<file path="src/rtl/sym_fir_serial_ctrl.sv">
// Sequencer for a folded even-length symmetric FIR: one pre-adder and one multiplier step through N_COEFFS pairs.
// Define SYM_FIR_CTRL_ROUND_SAT_EN for round-half-up, output saturation and a sat_flag output.
module sym_fir_serial_ctrl #(
  parameter int INPUT_WORD_SIZE = 16,
  parameter int COEFF_WORD_SIZE = 16,
  parameter int N_COEFFS        = 5,
  parameter logic signed [N_COEFFS-1:0][COEFF_WORD_SIZE-1:0] COEFFS = '0,
  parameter int OUT_WORD_SIZE   = 32,
  parameter int OUT_SHIFT       = 0
) (
  input  logic                              clk,
  input  logic                              arst_n,
  input  logic                              clear,
  input  logic signed [INPUT_WORD_SIZE-1:0] s_data,
  input  logic                              s_valid,
  output logic                              s_ready,
  output logic signed [OUT_WORD_SIZE-1:0]   m_data,
  output logic                              m_valid,
  input  logic                              m_ready,
  output logic                              busy,
`ifdef SYM_FIR_CTRL_ROUND_SAT_EN
  output logic                              sat_flag,
`endif
  output logic [1:0]                        dbg_state
);
  // Handshake: a word moves on a rising edge where valid and ready are both high;
  // m_data/m_valid hold steady while m_valid=1 and m_ready=0.

  localparam int ACC_WORD_SIZE = INPUT_WORD_SIZE + COEFF_WORD_SIZE + $clog2(N_COEFFS) + 1;
  localparam int N_TAPS = 2 * N_COEFFS;
  localparam int KW     = (N_COEFFS > 1) ? $clog2(N_COEFFS) : 1;
  localparam int SW     = $clog2(N_TAPS);
  localparam int PRE_W  = INPUT_WORD_SIZE + 1;
  localparam int PROD_W = PRE_W + COEFF_WORD_SIZE;
  localparam int EXT_W  = ((ACC_WORD_SIZE + 1 > OUT_WORD_SIZE) ? ACC_WORD_SIZE + 1 : OUT_WORD_SIZE) + 1;

  typedef enum logic [1:0] {
    ST_IDLE = 2'd0,
    ST_MAC  = 2'd1,
    ST_OUT  = 2'd2
  } state_t;

  state_t                            r_state;
  logic signed [INPUT_WORD_SIZE-1:0] r_s [0:N_TAPS-1];
  logic signed [ACC_WORD_SIZE-1:0]   r_acc;
  logic [KW-1:0]                     r_k;
  logic signed [OUT_WORD_SIZE-1:0]   r_m_data;
  logic                              r_m_valid;

  logic [SW-1:0]                     w_lo_idx;
  logic [SW-1:0]                     w_hi_idx;
  logic signed [INPUT_WORD_SIZE-1:0] w_lo;
  logic signed [INPUT_WORD_SIZE-1:0] w_hi;
  logic signed [PRE_W-1:0]           w_pre;
  logic signed [COEFF_WORD_SIZE-1:0] w_coef;
  logic signed [PROD_W-1:0]          w_prod;
  logic signed [ACC_WORD_SIZE-1:0]   w_acc_next;
  logic signed [EXT_W-1:0]           w_ext;
  logic signed [EXT_W-1:0]           w_shf;
  logic [OUT_WORD_SIZE-1:0]          w_out;
  logic                              w_unused_bits;

  always_comb begin
    w_lo_idx   = SW'(r_k);
    w_hi_idx   = SW'(N_TAPS - 1) - SW'(r_k);
    w_lo       = r_s[w_lo_idx];
    w_hi       = r_s[w_hi_idx];
    w_pre      = {w_lo[INPUT_WORD_SIZE-1], w_lo} + {w_hi[INPUT_WORD_SIZE-1], w_hi};
    w_coef     = COEFFS[r_k];
    w_prod     = PROD_W'(w_pre) * PROD_W'(w_coef);
    w_acc_next = r_acc + ACC_WORD_SIZE'(w_prod);
    w_ext      = EXT_W'(w_acc_next);
  end

`ifdef SYM_FIR_CTRL_ROUND_SAT_EN
  localparam logic signed [EXT_W-1:0] RND     = (EXT_W'(1) << OUT_SHIFT) >> 1;
  localparam logic signed [EXT_W-1:0] SAT_MAX = {{(EXT_W-OUT_WORD_SIZE+1){1'b0}}, {(OUT_WORD_SIZE-1){1'b1}}};
  localparam logic signed [EXT_W-1:0] SAT_MIN = {{(EXT_W-OUT_WORD_SIZE+1){1'b1}}, {(OUT_WORD_SIZE-1){1'b0}}};

  logic w_sat;
  logic r_sat_flag;

  always_comb begin
    w_shf = (w_ext + RND) >>> OUT_SHIFT;
    w_sat = 1'b0;
    w_out = w_shf[OUT_WORD_SIZE-1:0];
    if (w_shf > SAT_MAX) begin
      w_sat = 1'b1;
      w_out = SAT_MAX[OUT_WORD_SIZE-1:0];
    end else if (w_shf < SAT_MIN) begin
      w_sat = 1'b1;
      w_out = SAT_MIN[OUT_WORD_SIZE-1:0];
    end
  end

  always_ff @(posedge clk or negedge arst_n) begin
    if (!arst_n) begin
      r_sat_flag <= 1'b0;
    end else if (!clear && r_state == ST_MAC && r_k == KW'(N_COEFFS - 1)) begin
      r_sat_flag <= w_sat;
    end
  end

  assign sat_flag = r_sat_flag;
`else
  // Plain truncating shift; dropping MSBs gives two's-complement wrap, and the
  // wide intermediate supplies sign extension when the output is wider.
  always_comb begin
    w_shf = w_ext >>> OUT_SHIFT;
    w_out = w_shf[OUT_WORD_SIZE-1:0];
  end
`endif

  assign w_unused_bits = ^w_shf[EXT_W-1:OUT_WORD_SIZE];

  always_ff @(posedge clk or negedge arst_n) begin
    if (!arst_n) begin
      r_state   <= ST_IDLE;
      for (int i = 0; i < N_TAPS; i++) r_s[i] <= '0;
      r_acc     <= '0;
      r_k       <= '0;
      r_m_data  <= '0;
      r_m_valid <= 1'b0;
    end else if (clear) begin
      r_state   <= ST_IDLE;
      for (int i = 0; i < N_TAPS; i++) r_s[i] <= '0;
      r_acc     <= '0;
      r_k       <= '0;
      r_m_valid <= 1'b0;
    end else begin
      case (r_state)
        ST_IDLE: begin
          if (s_valid) begin
            for (int i = N_TAPS - 1; i > 0; i--) r_s[i] <= r_s[i-1];
            r_s[0]  <= s_data;
            r_acc   <= '0;
            r_k     <= '0;
            r_state <= ST_MAC;
          end
        end
        ST_MAC: begin
          r_acc <= w_acc_next;
          // The last pair's product goes straight into the output register.
          if (r_k == KW'(N_COEFFS - 1)) begin
            r_m_data  <= w_out;
            r_m_valid <= 1'b1;
            r_state   <= ST_OUT;
          end else begin
            r_k <= r_k + 1'b1;
          end
        end
        ST_OUT: begin
          if (m_ready) begin
            r_m_valid <= 1'b0;
            r_state   <= ST_IDLE;
          end
        end
        default: r_state <= ST_IDLE;
      endcase
    end
  end

  assign s_ready   = arst_n & (r_state == ST_IDLE) & ~clear;
  assign m_data    = r_m_data;
  assign m_valid   = r_m_valid;
  assign busy      = (r_state == ST_MAC) || (r_state == ST_OUT);
  assign dbg_state = r_state;

endmodule

</file>
<file path="config.mk">
export PLATFORM = sky130hd
export DESIGN_NAME = sym_fir_serial_ctrl
export DESIGN_NICKNAME = d
export VERILOG_FILES = /design/src/rtl/sym_fir_serial_ctrl.sv
export SDC_FILE = /design/constraint.sdc
export NUM_CORES = 1
export LEC_CHECK = 0
export ABC_AREA = 1
export ABC_CLOCK_PERIOD_IN_PS = 2550
export CORE_AREA = 8 8 60 62
export CTS_BUF_LIST = sky130_fd_sc_hd__clkbuf_4 sky130_fd_sc_hd__clkbuf_8 sky130_fd_sc_hd__clkbuf_16
export DETAILED_ROUTE_END_ITERATION = 16
export DIE_AREA = 0 0 68 70
export PLACE_DENSITY = 0.76
export SYNTH_ARGS = -nofsm -noshare
export SYNTH_HDL_FRONTEND = slang
export SYNTH_SLANG_ARGS = --single-unit
</file>
<file path="constraint.sdc">
create_clock -name clk -period 2.55 [get_ports clk]
set_clock_uncertainty 0.2 [all_clocks]
set_input_delay 0.255 -clock clk [delete_from_list [all_inputs] [get_ports clk]]
set_output_delay 0.255 -clock clk [all_outputs]
set_load 0.005 [all_outputs]
</file>
# [Word-level counts from Yosys, hierarchy flattened]
# Memory sizes are Yosys's and may differ from the RTL's.
# Index checks and enable logic that the tools add are counted.
[op_classes] bitwise_logic=5 reduce_logical=12 n_addsub=4 magnitude_cmp=3 multipliers=1 n_eq_ne=7 mux=26
[op_table] op="160-bit 2-to-1 mux" n=3
[op_table] op="16-bit binary-select mux with 4-bit select" n=2
[op_table] op="16-bit 2-to-1 mux" n=5
[op_table] op="36-bit 2-to-1 mux" n=2
[op_table] op="36-bit case mux with 2 select lines" n=1
[op_table] op="36-bit by 33-bit adder with 36-bit output" n=1
[op_table] op="17-bit by 16-bit multiplier with 33-bit output" n=1
[op_table] op="16-bit by 16-bit adder with 17-bit output" n=1
[op_table] op="3-bit inequality test (second input constant)" n=4
[op_table] op="3-bit AND reduction" n=4
[op_table] op="5-bit greater-or-equal comparator (second input constant)" n=2
[op_table] op="3-bit 2-to-1 mux" n=3
[op_table] op="2-bit 2-to-1 mux" n=4
[op_table] op="2-bit case mux with 3 select lines" n=1
[op_table] op="3-bit case mux with 2 select lines" n=1
[op_table] op="3-bit nonzero test" n=2
[op_table] op="3-bit inverter with 5-bit output" n=1
[op_table] op="4-bit inverter with 5-bit output" n=1
[op_table] op="3-bit by 4-bit less-than comparator with 1-bit output (second input constant)" n=1
[op_table] op="2-bit AND reduction" n=2
[op_table] op="2-bit nonzero test" n=2
[op_table] op="4-bit by 3-bit subtractor with 4-bit output (first input constant)" n=1
[op_table] op="3-bit by 1-bit adder with 3-bit output (second input constant)" n=1
[op_table] op="3-bit == test (second input constant)" n=1
[op_table] op="other kinds (8)" n=11
[totals] elab_cells=74 ff_bits=234 n_memories=1 output_inout_bits=37 mem_bits_ro=128
[mem_list] name="(no name shown)" depth=8 width=16 read_ports=1 rd_ports_with_merged_regs=0 wr=0 line_no="69" source="w_coef = COEFFS[r_k];"

# [Longest topological paths before layout]
[logic_depth] depth_word=10 depth_mapped=8

# [Least setup slack after synthesis]
# OpenSTA, ideal clock, no wires.
[synth_path] kind="flip-flop to flip-flop" startpoint="register r_state[1] (netlist: dbg_state[1])" endpoint="register r_k[2]" required_time_ns=2.233 path_slack_ns=1.180 arrival_ns=1.053 setup_ns=0.117 synth_period_minus_slack_ns=1.370 path_stages_with_launch=8 cell_sequence="dfrtp_1 > inv_1 > ha_1 > inv_2 > nand2_1 > nand3_1 > nand3_1 > nand2_1"
[synth_between] elab_chain_len=3 elab_cells_between_ends=8 cone_classes="eq/ne (3); mux (2); reduce/logical (3)"
[synth_lines] element="start: declaration" line_no="43" source="state_t r_state;"
[synth_lines] element="start signal: assignment" line_no="118" source="r_state <= ST_IDLE;"
[synth_lines] element="start signal: assignment" line_no="125" source="r_state <= ST_IDLE;"
[synth_lines] element="start signal: assignment" line_no="138" source="r_state <= ST_MAC;"
[synth_lines] element="2-bit by 1-bit == test with 1-bit output or 2-bit logical NOT (tied branches)" line_no="131" source="case (r_state)"
[synth_lines] element="3-bit inequality test (no source line), or another cell as far along"
[synth_lines] element="3-bit AND reduction (no source line) or 3-bit 2-to-1 mux (tied branches)"
[synth_lines] element="end signal: assignment" line_no="149" source="r_k <= r_k + 1'b1;"
[synth_lines] element="end: declaration" line_no="46" source="logic [KW-1:0] r_k;"
# Parallel ways exist; a longest one is shown, timed or not.
# A chain may end at the register's enable or synchronous reset.

# [Worst setup path after layout]
[layout_path] startpoint="register r_state[0] (netlist: dbg_state[0])" endpoint="output s_ready"
[layout_between] elab_chain_len=3
[layout_lines] element="2-bit logical NOT" line_no="163" source="assign s_ready = arst_n & (r_state == ST_IDLE) & ~clear;"
[layout_lines] element="1-bit bitwise AND (2 in series)" line_no="163"
[layout_lines] element="end: declaration" line_no="16" source="output logic s_ready,"
# No other way between the ends.

==> run_results.csv <==
group,metric,value,unit
setup_path,r2r_setup_slack,1.04,ns
cts,cts_tree,"yes",
global_routing,grt_max_degree,9,
cts,post_cts_buffers,0,
cts,cts-buffers-inserted,3,
die,coreArea,2660,um^2
timing,fin_setup_tns,0,ns
layout,n_antenna_cell,0,
global_routing,gr-total-overflow,0,
yosys,synthAdderAreaFrac,9.87,%
yosys,synth-seq-area-share,19.7,%
placed_design,io_buffer_count,9,
pwr,p_per_area,528,nW/um^2
setup_path,path_class,"register to output port",
die,boundaryPins,58,
yosys,synth_top_cells_by_count,"32 x buf_4, 23 x nand2_1, 8 x inv_1",
setup_path,worstReg2RegStart,"dbg_state[1]",
timing,slew_violations,0,
timing,finalHoldViolCount,0,
routing,vias,535,
yosys,synthFlopType,"dfrtp_1",
cts,root_buffer,"clkbuf_4",
setup_path,cp_cell_sequence,"inv_1 -> ha_1 -> nand2_1 -> nor2_1 -> clkdlybuf4s50_1",
setup_path,cp-start-kind,"register",
layout,syn_to_final_growth,4.11,%
yosys,synth_edf_count,0,
cts,htreeDepth,1,
routing,remaining_drc_errors,0,
setup_path,cp.required,2.10,ns
yosys,synth_area_per_cell,7.31,um^2
setup_path,critPathSlowestCell,"clkdlybuf4s50_1",
setup_path,cp_slowest_stage_delay,0.51,ns
timing,period_minus_slack,2.18,ns
yosys,synth_area,761,um^2
yosys,synthArstFlopShare,100,%
global_routing,grt_pass1_wl,2.29,mm
yosys,yosys.area.top_type,"buf_4",
routing,first_pass_iters,3,
die,initial_core_util,28.6,%
layout,seq_area,150,um^2
yosys,ys_top_cells_by_area,"buf_4 32%, dfrtp_1 20%, nand2_1 11%",
cts,postCtsHoldBufs,0,
status,status,"finished clean",
die,die_h,70,um
yosys,yosysTopAreaCellShare,31.6,%
yosys,synth-simple-area-share,31.4,%
cts,clk_latency,0.24,ns
global_routing,grt_usage,6.07,%
die,chipWidth,68,um
run,drv_cap,0,
routing,routedWlPerCell,8.98,um
cts,cts_resized,0,
pwr,leakage,0.445,nW
routing,ant_nets,0,
yosys,synth-xor-area-share,0,%
setup_path,reg2reg_depth,7,
pwr,vdd_ir_drop_max,0.199,mV
global_routing,grt_antenna_before_repair,0,
yosys,synthMuxAreaShare,0,%
layout,layout.nets,145,
yosys,synth_top_family_by_area,"buffers and inverters",
yosys,synth_compound_area_share,0,%
die,num_rows,19,
layout,fill_cells,298,
setup_path,worstPathArrival,1.72,ns
routing,drt-initial-drc-count,17,
placed_design,dp_hpwl,1.18,mm
placed_design,post-place-ws,0.621,ns
timing,fin_ws,0.374,ns
timing,max_freq,0.460,GHz
timing,fin_crit_sh,85.3,%
routing,drt-vias-per-instance,3.64,
setup_path,r2r_end,"r_k[2]",
placed_design,gp_congestion,0.711,
yosys,yosys_warnings,0,
layout,drive_above_1_share,13.8,%
hold_path,hp-class,"input port to asynchronous set/reset pin",
cts,clk_path_buf_depth,2,
setup_path,cp-end-kind,"output port",
die,dieArea,4760,um^2
layout,multi_input_area,434,um^2
yosys,yosysMostFrequentCell,"buf_4",
routing,routed_wl,1.32,mm
setup_path,path_max_fanout,4,
timing,setup_viol,0,
global_routing,grt_pass1_vias,547,
yosys,ys_types,15,
cts,cts_sinks,6,
cts,path_clk_slew,0.04,ns
timing,rsz0062_at_grt,"no",
yosys,synth_seq_cells,6,
yosys,netlist_instances,104,
-- final cells by class --
| type | count | area share [%] |
|---|---|---|
| inverters | 11 | 5.21 |
| clock buffers | 3 | 2.84 |
| flip-flops and latches | 6 | 19.0 |
| multi-input cells | 85 | 54.8 |
| repair buffers | 11 | 13.3 |
| well taps | 31 | 4.90 |
-- state kept, by name, summed over array words and instances, names as in the netlist --
name       cells
m_valid        1
dbg_state      2
r_k            3
-- cells in the final DEF, fill, tap and decap left out --
master            n
dfrtp_1           6
buf_4             2
nand2_4           1
inv_1             8
inv_2             3
nor2_4            3
nor2_1            7
nand2_1          23
nand3_2           2
nand4_1           3
nand3_1           6
clkbuf_4          3
ha_1              6
nand2_2           2
clkdlybuf4s50_1   9
conb_1           32
-- worst max-delay path, delay by kind of cell, from the launching register on --
kind,cells,cell delay [ns]
and+or+nand+nor,2,0.18
buffers and inverters,2,0.62
adders and majority gates,1,0.28
DFF,1,0.40
-- where the power goes --
part / internal, mW / switching (mW) / total (mW) / leakage [nW]
Clock: 0.0529 / 0.0296 / 0.0825 / 0.0138
Combinational: 0.0905 / 0.117 / 0.207 / 0.351
Sequential: 0.114 / 0.0150 / 0.129 / 0.0800
Total: 0.257 / 0.161 / 0.418 / 0.445
-- cell families after synthesis --
kind of cell             after synthesis
adder cells (fa/ha/maj)                6
buffers and inverters                 44
flip-flops                             6
other                                  1
AND/OR/NAND/NOR                       47
-- worst max-delay path by stage --
stage / from / endpoint / depth (start not counted)
2_1_floorplan: dbg_state[1] / r_k[2] / 7
3_3_place_gp: dbg_state[1] / s_ready / 5
3_5_place_dp: dbg_state[0] / s_ready / 5
4_1_cts: dbg_state[0] / s_ready / 5
5_1_grt: dbg_state[1] / s_ready / 5
6_report: dbg_state[0] / s_ready / 5
-- stage by stage --
step	instance area (um^2)	util (%)	instances	hold slack [ns]	power, mW
4_1_cts	792	29.7	147	0.165	0.426
3_5_place_dp	769	28.9	144	0.287	0.338
3_3_place_gp	769	28.9	144	0.286	0.336
6_report	792	29.7	147	0.160	0.418
5_1_grt	792	29.7	147	0.157	0.465
2_1_floorplan	877	-	135	-0.241	0.299
-- metal layers --
metal	track usage, %	part of all wire (%)	up-vias
li1	-	-	279
met1	6.95	42	233
met2	9.19	48	21
met3	1.91	9.6	2
met4	4.10	0.68	0
met5	0	0	-
Note: power is estimated with default switching activity, not from simulation.
